**config.mk**
```make
export PLATFORM = sky130hd
export DESIGN_NAME = shift_iter_unit
export DESIGN_NICKNAME = d
export VERILOG_FILES = /design/src/rtl/shifter_pkg.sv /design/src/rtl/shift_step.sv /design/src/rtl/shift_iter_unit.sv
export SDC_FILE = /design/constraint.sdc
export NUM_CORES = 1
export LEC_CHECK = 0
export CORE_UTILIZATION = 53
export DETAILED_ROUTE_END_ITERATION = 12
export HOLD_SLACK_MARGIN = 0.12
export PLACE_DENSITY_LB_ADDON = 0.15
export SLEW_MARGIN = 20
export SYNTH_ARGS = -nofsm -noshare
export SYNTH_HDL_FRONTEND = slang
export SYNTH_HIERARCHICAL = 1
export SYNTH_SLANG_ARGS = --single-unit
```
**constraint.sdc**
```tcl
create_clock -name clk -period 3 [get_ports clk]
set_input_delay 0.3 -clock clk [delete_from_list [all_inputs] [get_ports clk]]
set_output_delay 0.3 -clock clk [all_outputs]
set_load 0.01 [all_outputs]
```
**src/rtl/shifter_pkg.sv**
```systemverilog
// Shared encodings for the iterative shifter: instruction fields, shift modes and FSM states.
package shifter_pkg;

    localparam logic [5:0] OPCODE_RTYPE = 6'b000000;

    localparam logic [5:0] FUNCT_SLL  = 6'b000000;
    localparam logic [5:0] FUNCT_ROTR = 6'b000001;
    localparam logic [5:0] FUNCT_SRL  = 6'b000010;
    localparam logic [5:0] FUNCT_SRA  = 6'b000011;
    localparam logic [5:0] FUNCT_SLLV = 6'b000100;
    localparam logic [5:0] FUNCT_SRLV = 6'b000110;
    localparam logic [5:0] FUNCT_SRAV = 6'b000111;

    typedef enum logic [1:0] {SH_LL, SH_RL, SH_RA, SH_ROR} shmode_e;

    typedef enum logic [1:0] {S_IDLE, S_SHIFT, S_DONE} state_e;

endpackage

```
**src/rtl/shift_step.sv**
```systemverilog
// Combinational single-step shifter: moves the word by k positions in the selected mode.
module shift_step
    import shifter_pkg::*;
#(
    parameter int WIDTH = 32,
    parameter int KW    = 3
) (
    input  logic [WIDTH-1:0] data_i,
    input  logic [KW-1:0]    k_i,
    input  shmode_e          mode_i,
    output logic [WIDTH-1:0] data_o
);

    logic [2*WIDTH-1:0] dbl_s;

    // Rotate is taken from the low half of the doubled word shifted right.
    always_comb begin
        dbl_s = {data_i, data_i} >> k_i;
        case (mode_i)
            SH_LL:   data_o = data_i << k_i;
            SH_RL:   data_o = data_i >> k_i;
            SH_RA:   data_o = $signed(data_i) >>> k_i;
            SH_ROR:  data_o = dbl_s[WIDTH-1:0];
            default: data_o = data_i;
        endcase
    end

endmodule

```
**src/rtl/shift_iter_unit.sv**
```systemverilog
// Multi-cycle MIPS shifter (sll/srl/sra, variable forms, rotr) with start/busy/done handshake.
module shift_iter_unit
    import shifter_pkg::*;
#(
    parameter int WIDTH = 32,
    parameter int STEP  = 4,
    parameter int SHW   = $clog2(WIDTH)
) (
    input  logic             clk,
    input  logic             rst_n,
    input  logic             start_i,
    input  logic [5:0]       opcode_i,
    input  logic [5:0]       funct_i,
    input  logic [WIDTH-1:0] value_i,
    input  logic [SHW-1:0]   shamt_i,
    input  logic [WIDTH-1:0] rs_val_i,
    output logic             busy_o,
    output logic             done_o,
    output logic [WIDTH-1:0] result_o,
    output logic             illegal_o
);

    localparam int KW = $clog2(STEP + 1);
    localparam int CW = SHW + 1;
    localparam logic [CW-1:0] STEP_C = CW'(STEP);
    localparam logic [KW-1:0] STEP_K = KW'(STEP);

    state_e           state_q, state_d;
    shmode_e          mode_q, mode_d, dec_mode_s;
    logic [WIDTH-1:0] work_q, work_d, step_s;
    logic [SHW-1:0]   cnt_q, cnt_d, amt_s;
    logic [WIDTH-1:0] result_q, result_d;
    logic             busy_q, busy_d, done_q, done_d, illegal_q, illegal_d;
    logic             legal_s, var_amt_s, last_s;
    logic [KW-1:0]    k_s;

    // Instruction decode: mode, legality and which operand supplies the amount.
    always_comb begin
        dec_mode_s = SH_LL;
        legal_s    = 1'b0;
        var_amt_s  = 1'b0;
        if (opcode_i == OPCODE_RTYPE) begin
            case (funct_i)
                FUNCT_SLL:  begin legal_s = 1'b1; dec_mode_s = SH_LL;  end
                FUNCT_ROTR: begin legal_s = 1'b1; dec_mode_s = SH_ROR; end
                FUNCT_SRL:  begin legal_s = 1'b1; dec_mode_s = SH_RL;  end
                FUNCT_SRA:  begin legal_s = 1'b1; dec_mode_s = SH_RA;  end
                FUNCT_SLLV: begin legal_s = 1'b1; dec_mode_s = SH_LL; var_amt_s = 1'b1; end
                FUNCT_SRLV: begin legal_s = 1'b1; dec_mode_s = SH_RL; var_amt_s = 1'b1; end
                FUNCT_SRAV: begin legal_s = 1'b1; dec_mode_s = SH_RA; var_amt_s = 1'b1; end
                default:    begin legal_s = 1'b0; end
            endcase
        end else begin
            legal_s = 1'b0;
        end
    end

    assign amt_s = var_amt_s ? rs_val_i[SHW-1:0] : shamt_i;

    // Per-cycle step size k = min(STEP, cnt); the step that empties cnt is the last one.
    always_comb begin
        if ({1'b0, cnt_q} < STEP_C) begin
            k_s = KW'(cnt_q);
        end else begin
            k_s = STEP_K;
        end
        last_s = ({1'b0, cnt_q} <= STEP_C);
    end

    shift_step #(
        .WIDTH (WIDTH),
        .KW    (KW)
    ) u_step (
        .data_i (work_q),
        .k_i    (k_s),
        .mode_i (mode_q),
        .data_o (step_s)
    );

    // Next-state and registered-output logic; outputs are computed one cycle ahead.
    always_comb begin
        state_d   = state_q;
        work_d    = work_q;
        cnt_d     = cnt_q;
        mode_d    = mode_q;
        result_d  = result_q;
        illegal_d = illegal_q;
        busy_d    = 1'b0;
        done_d    = 1'b0;
        case (state_q)
            S_IDLE: begin
                if (start_i && legal_s) begin
                    state_d = S_SHIFT;
                    work_d  = value_i;
                    cnt_d   = amt_s;
                    mode_d  = dec_mode_s;
                    busy_d  = 1'b1;
                end else if (start_i) begin
                    state_d   = S_DONE;
                    done_d    = 1'b1;
                    result_d  = {WIDTH{1'b0}};
                    illegal_d = 1'b1;
                end else begin
                    state_d = S_IDLE;
                end
            end
            S_SHIFT: begin
                work_d = step_s;
                cnt_d  = cnt_q - SHW'(k_s);
                busy_d = 1'b1;
                if (last_s) begin
                    state_d   = S_DONE;
                    done_d    = 1'b1;
                    result_d  = step_s;
                    illegal_d = 1'b0;
                end else begin
                    state_d = S_SHIFT;
                end
            end
            S_DONE: begin
                state_d = S_IDLE;
            end
            default: begin
                state_d = S_IDLE;
            end
        endcase
    end

    // State and output registers with asynchronous clear.
    always_ff @(posedge clk or negedge rst_n) begin
        if (!rst_n) begin
            state_q   <= S_IDLE;
            work_q    <= {WIDTH{1'b0}};
            cnt_q     <= {SHW{1'b0}};
            mode_q    <= SH_LL;
            result_q  <= {WIDTH{1'b0}};
            illegal_q <= 1'b0;
            busy_q    <= 1'b0;
            done_q    <= 1'b0;
        end else begin
            state_q   <= state_d;
            work_q    <= work_d;
            cnt_q     <= cnt_d;
            mode_q    <= mode_d;
            result_q  <= result_d;
            illegal_q <= illegal_d;
            busy_q    <= busy_d;
            done_q    <= done_d;
        end
    end

    assign busy_o    = busy_q;
    assign done_o    = done_q;
    assign result_o  = result_q;
    assign illegal_o = illegal_q;

endmodule

```
==> results.cfg, run 1 <==
[clocking]
clk_path_buf_depth = 2
cts_tree = built
cts_setup_buffers = 0
htreeDepth = 3
clock-sinks = 75
clock-root-buffer = clkbuf_8
cts_buffers = 9
worstSkewPairLatency_ns = 0.36
clkSlewWorstSetupHoldPaths_ns = 0.08

[detailed_routing]
wl_per_cell_microns = 19.9
drt-vias-per-instance = 6.45
detail-route-antenna-nets = 0
drt-pass1-iter-count = 5
drt_wl_total_mm = 15.8
vias = 5125
drcViolationCount = 0
drt_iter0_markers = 464

[timing]
rsz0062_at_grt = false
fin_crit_ns = 2.79
relSlewSlack_pct = 33.3
finalMaxSlewViolations = 0
hold_ws_ns = 0.487
skew_ns = 0.0122
fmax_mhz = 359
setup_viol = 0
fin_crit_sh_pct = 92.9
hold_viol_final = 0
fin_tns_setup_ns = 0
worst_pin_slew_ns = 1.00

[flow_run]
max_cap_violations = 0

[cells_and_area]
stdcell_area_sq_um = 6950
drive_above_1_share_pct = 15.9
insertedDiodeCount = 0
n_fill_cell = 893
syn_to_final_growth_pct = 19.5
final_util_pct = 66.4
num-nets-final = 740

[power_and_ir_drop]
p_leak_nw = 2.60
finalPower_mw = 2.42
vdd_drop_max_v = 0.000255
power_density_nw_per_um2 = 348

[floorplanning]
die_h_microns = 107
core_area_sq_um = 10500
dieArea_sq_um = 11400
initial_core_util_pct = 55.6
num_io_pins = 119
fp-row-count = 37
chipWidth_microns = 107

[synth]
yosysMostFrequentCell = nand2_1
synth_xor_xnor_area_share_pct = 0
synth.largest_area_cell = dfrtp_1
netlist_top_cells_count = nand2_1, dfrtp_1, nor2_1
synth.cell_area_sq_um = 5820
synthTopCellsByArea = dfrtp_1, mux4_2, nand2_1
synth-compound-area-share_pct = 19.0
synth_top_family_by_area = multiplexers
ys_dominant_reg_cell = dfrtp_1
synth_simple_gate_area_share_pct = 16.4
synthArstFlopShare_pct = 100
ys_seq_elements = 75
synth-seq-area-share_pct = 32.3
synthMuxAreaShare_pct = 25.6
synth_edf_count = 0
yosys_warnings = 6
synth_fa_ha_area_share_pct = 0.430
netlist_instances = 583
syn-num-nets = 669
yosys.cell_types.count = 64
avgSynthCellArea_sq_um = 9.98
synth_top_area_share_pct = 32.3

[global_route]
grt_max_degree = 76
grt_antenna_before_repair = 0
grt_first_pass_wirelength_mm = 26.3
grt_remaining_overflow = 0
grt_pass1_vias = 5113
grt_use_total_pct = 29.5

[run_status]
status = finished clean

[critical_path]
cp-start-kind = flip-flop
cp_max_fo = 37
cp.arrival_ns = 3.04
worstSetupEndpointType = flip-flop
worst-setup-path-type = flip-flop to flip-flop
cp.required_ns = 3.25
r2r_cells = 8

[hold_path]
hold_depth = 3
hold_class = input port to flip-flop

[placed_design]
postPlaceCellArea_sq_um = 6790
dp_hpwl_mm = 11.0
portBuffers = 91
place.gp.congestion = 0.889
==> cell families (layout without fill, tap and decap cells) <==
family,after synthesis,in the layout
flops,75,75
buf+inv,62,138
mux,83,83
fa+ha+maj,2,2
compound gates,150,150
simple gates,209,209
other cells,2,2
==> through the flow <==
step           instances  setup slack (ns)
2_1_floorplan        583             0.538
3_3_place_gp         778             0.271
3_5_place_dp         778             0.237
4_1_cts              795             0.213
5_1_grt              795           0.00935
6_report             795             0.214
==> worst paths after layout <==
path                             start           end  slack [ns]
max                           cnt_q[3]   result_o[9]        0.21
min                        value_i[27]    work_q[27]        0.49
max reg2reg                   cnt_q[3]   result_o[9]        0.21
min reg2reg                result_o[6]   result_o[6]        0.50
max in group asynchronous        rst_n    work_q[14]        1.70
min in group asynchronous        rst_n  result_o[23]        0.62
==> what timing repair did <==
action	CTS	global route
endpoints found under the hold margin	4	0
resized for setup	0	0
hold buffers	1	0
==> power breakdown <==
part           total, mW  switching, mW  internal (mW)
Combinational      0.623          0.310          0.313
Sequential          1.12         0.0751           1.05
Clock              0.673          0.376          0.298
==> sequential cells by signal, summed over array words and instances (netlist names) <==
signal	count
cnt_q	5
illegal_o	1
busy_o	1
work_q	32
state_q	1
done_o	1
result_o	32
mode_q	2
==> layout make-up <==
type                    instances  area (sq um)  share of cell area (%)
clock buffers                  13           139                    2.00
clock inverters                 3          15.0                   0.216
inverters                       6          22.5                   0.324
multi-input cells             446          3590                    51.7
flip-flops and latches         75          1880                    27.0
well taps                     136           170                    2.45
repair buffers                116          1140                    16.3
==> worst max-delay path: stages (launching register included) <==
cell and delay (ns):
dfrtp_1 0.42, nor3_1 0.34, and2_4 0.24, buf_12 0.25, mux4_2 0.53, and2_1 0.20, a311o_1 0.32, o31a_1 0.14
a22o_1 0.22
==> cells in the final DEF, fill, tap and decap left out, drive strengths merged, types with 13 or more instances in the layout <==
cell type      instances
a211oi                15
a21oi                 14
a22o                  32
a31oi                 34
buf                   25
clkbuf                13
clkdlybuf4s50         90
dfrtp                 75
mux2i                 27
mux4                  52
nand2                 92
nand3                 13
nor2                  53
==> routing by layer <==
layer	GRT usage, %	part of all wire (%)	wire length [microns]
met4	9.78	1.7	272
met2	45.8	48	7530
met1	42.4	43	6880
met5	0	0	0
met3	4.74	7.2	1140
Power figures use the tool's default switching activity.
==> inputs of run 2 (changes only) <==
--- a/config.mk
+++ b/config.mk
@@ -5,6 +5,7 @@
 export SDC_FILE = /design/constraint.sdc
 export NUM_CORES = 1
 export LEC_CHECK = 0
+export ABC_CLOCK_PERIOD_IN_PS = 3000
 export CORE_UTILIZATION = 53
 export DETAILED_ROUTE_END_ITERATION = 12
 export HOLD_SLACK_MARGIN = 0.12
==> results of run 2 <==
Final layout, timing and power as in run 1 (identical DEF).
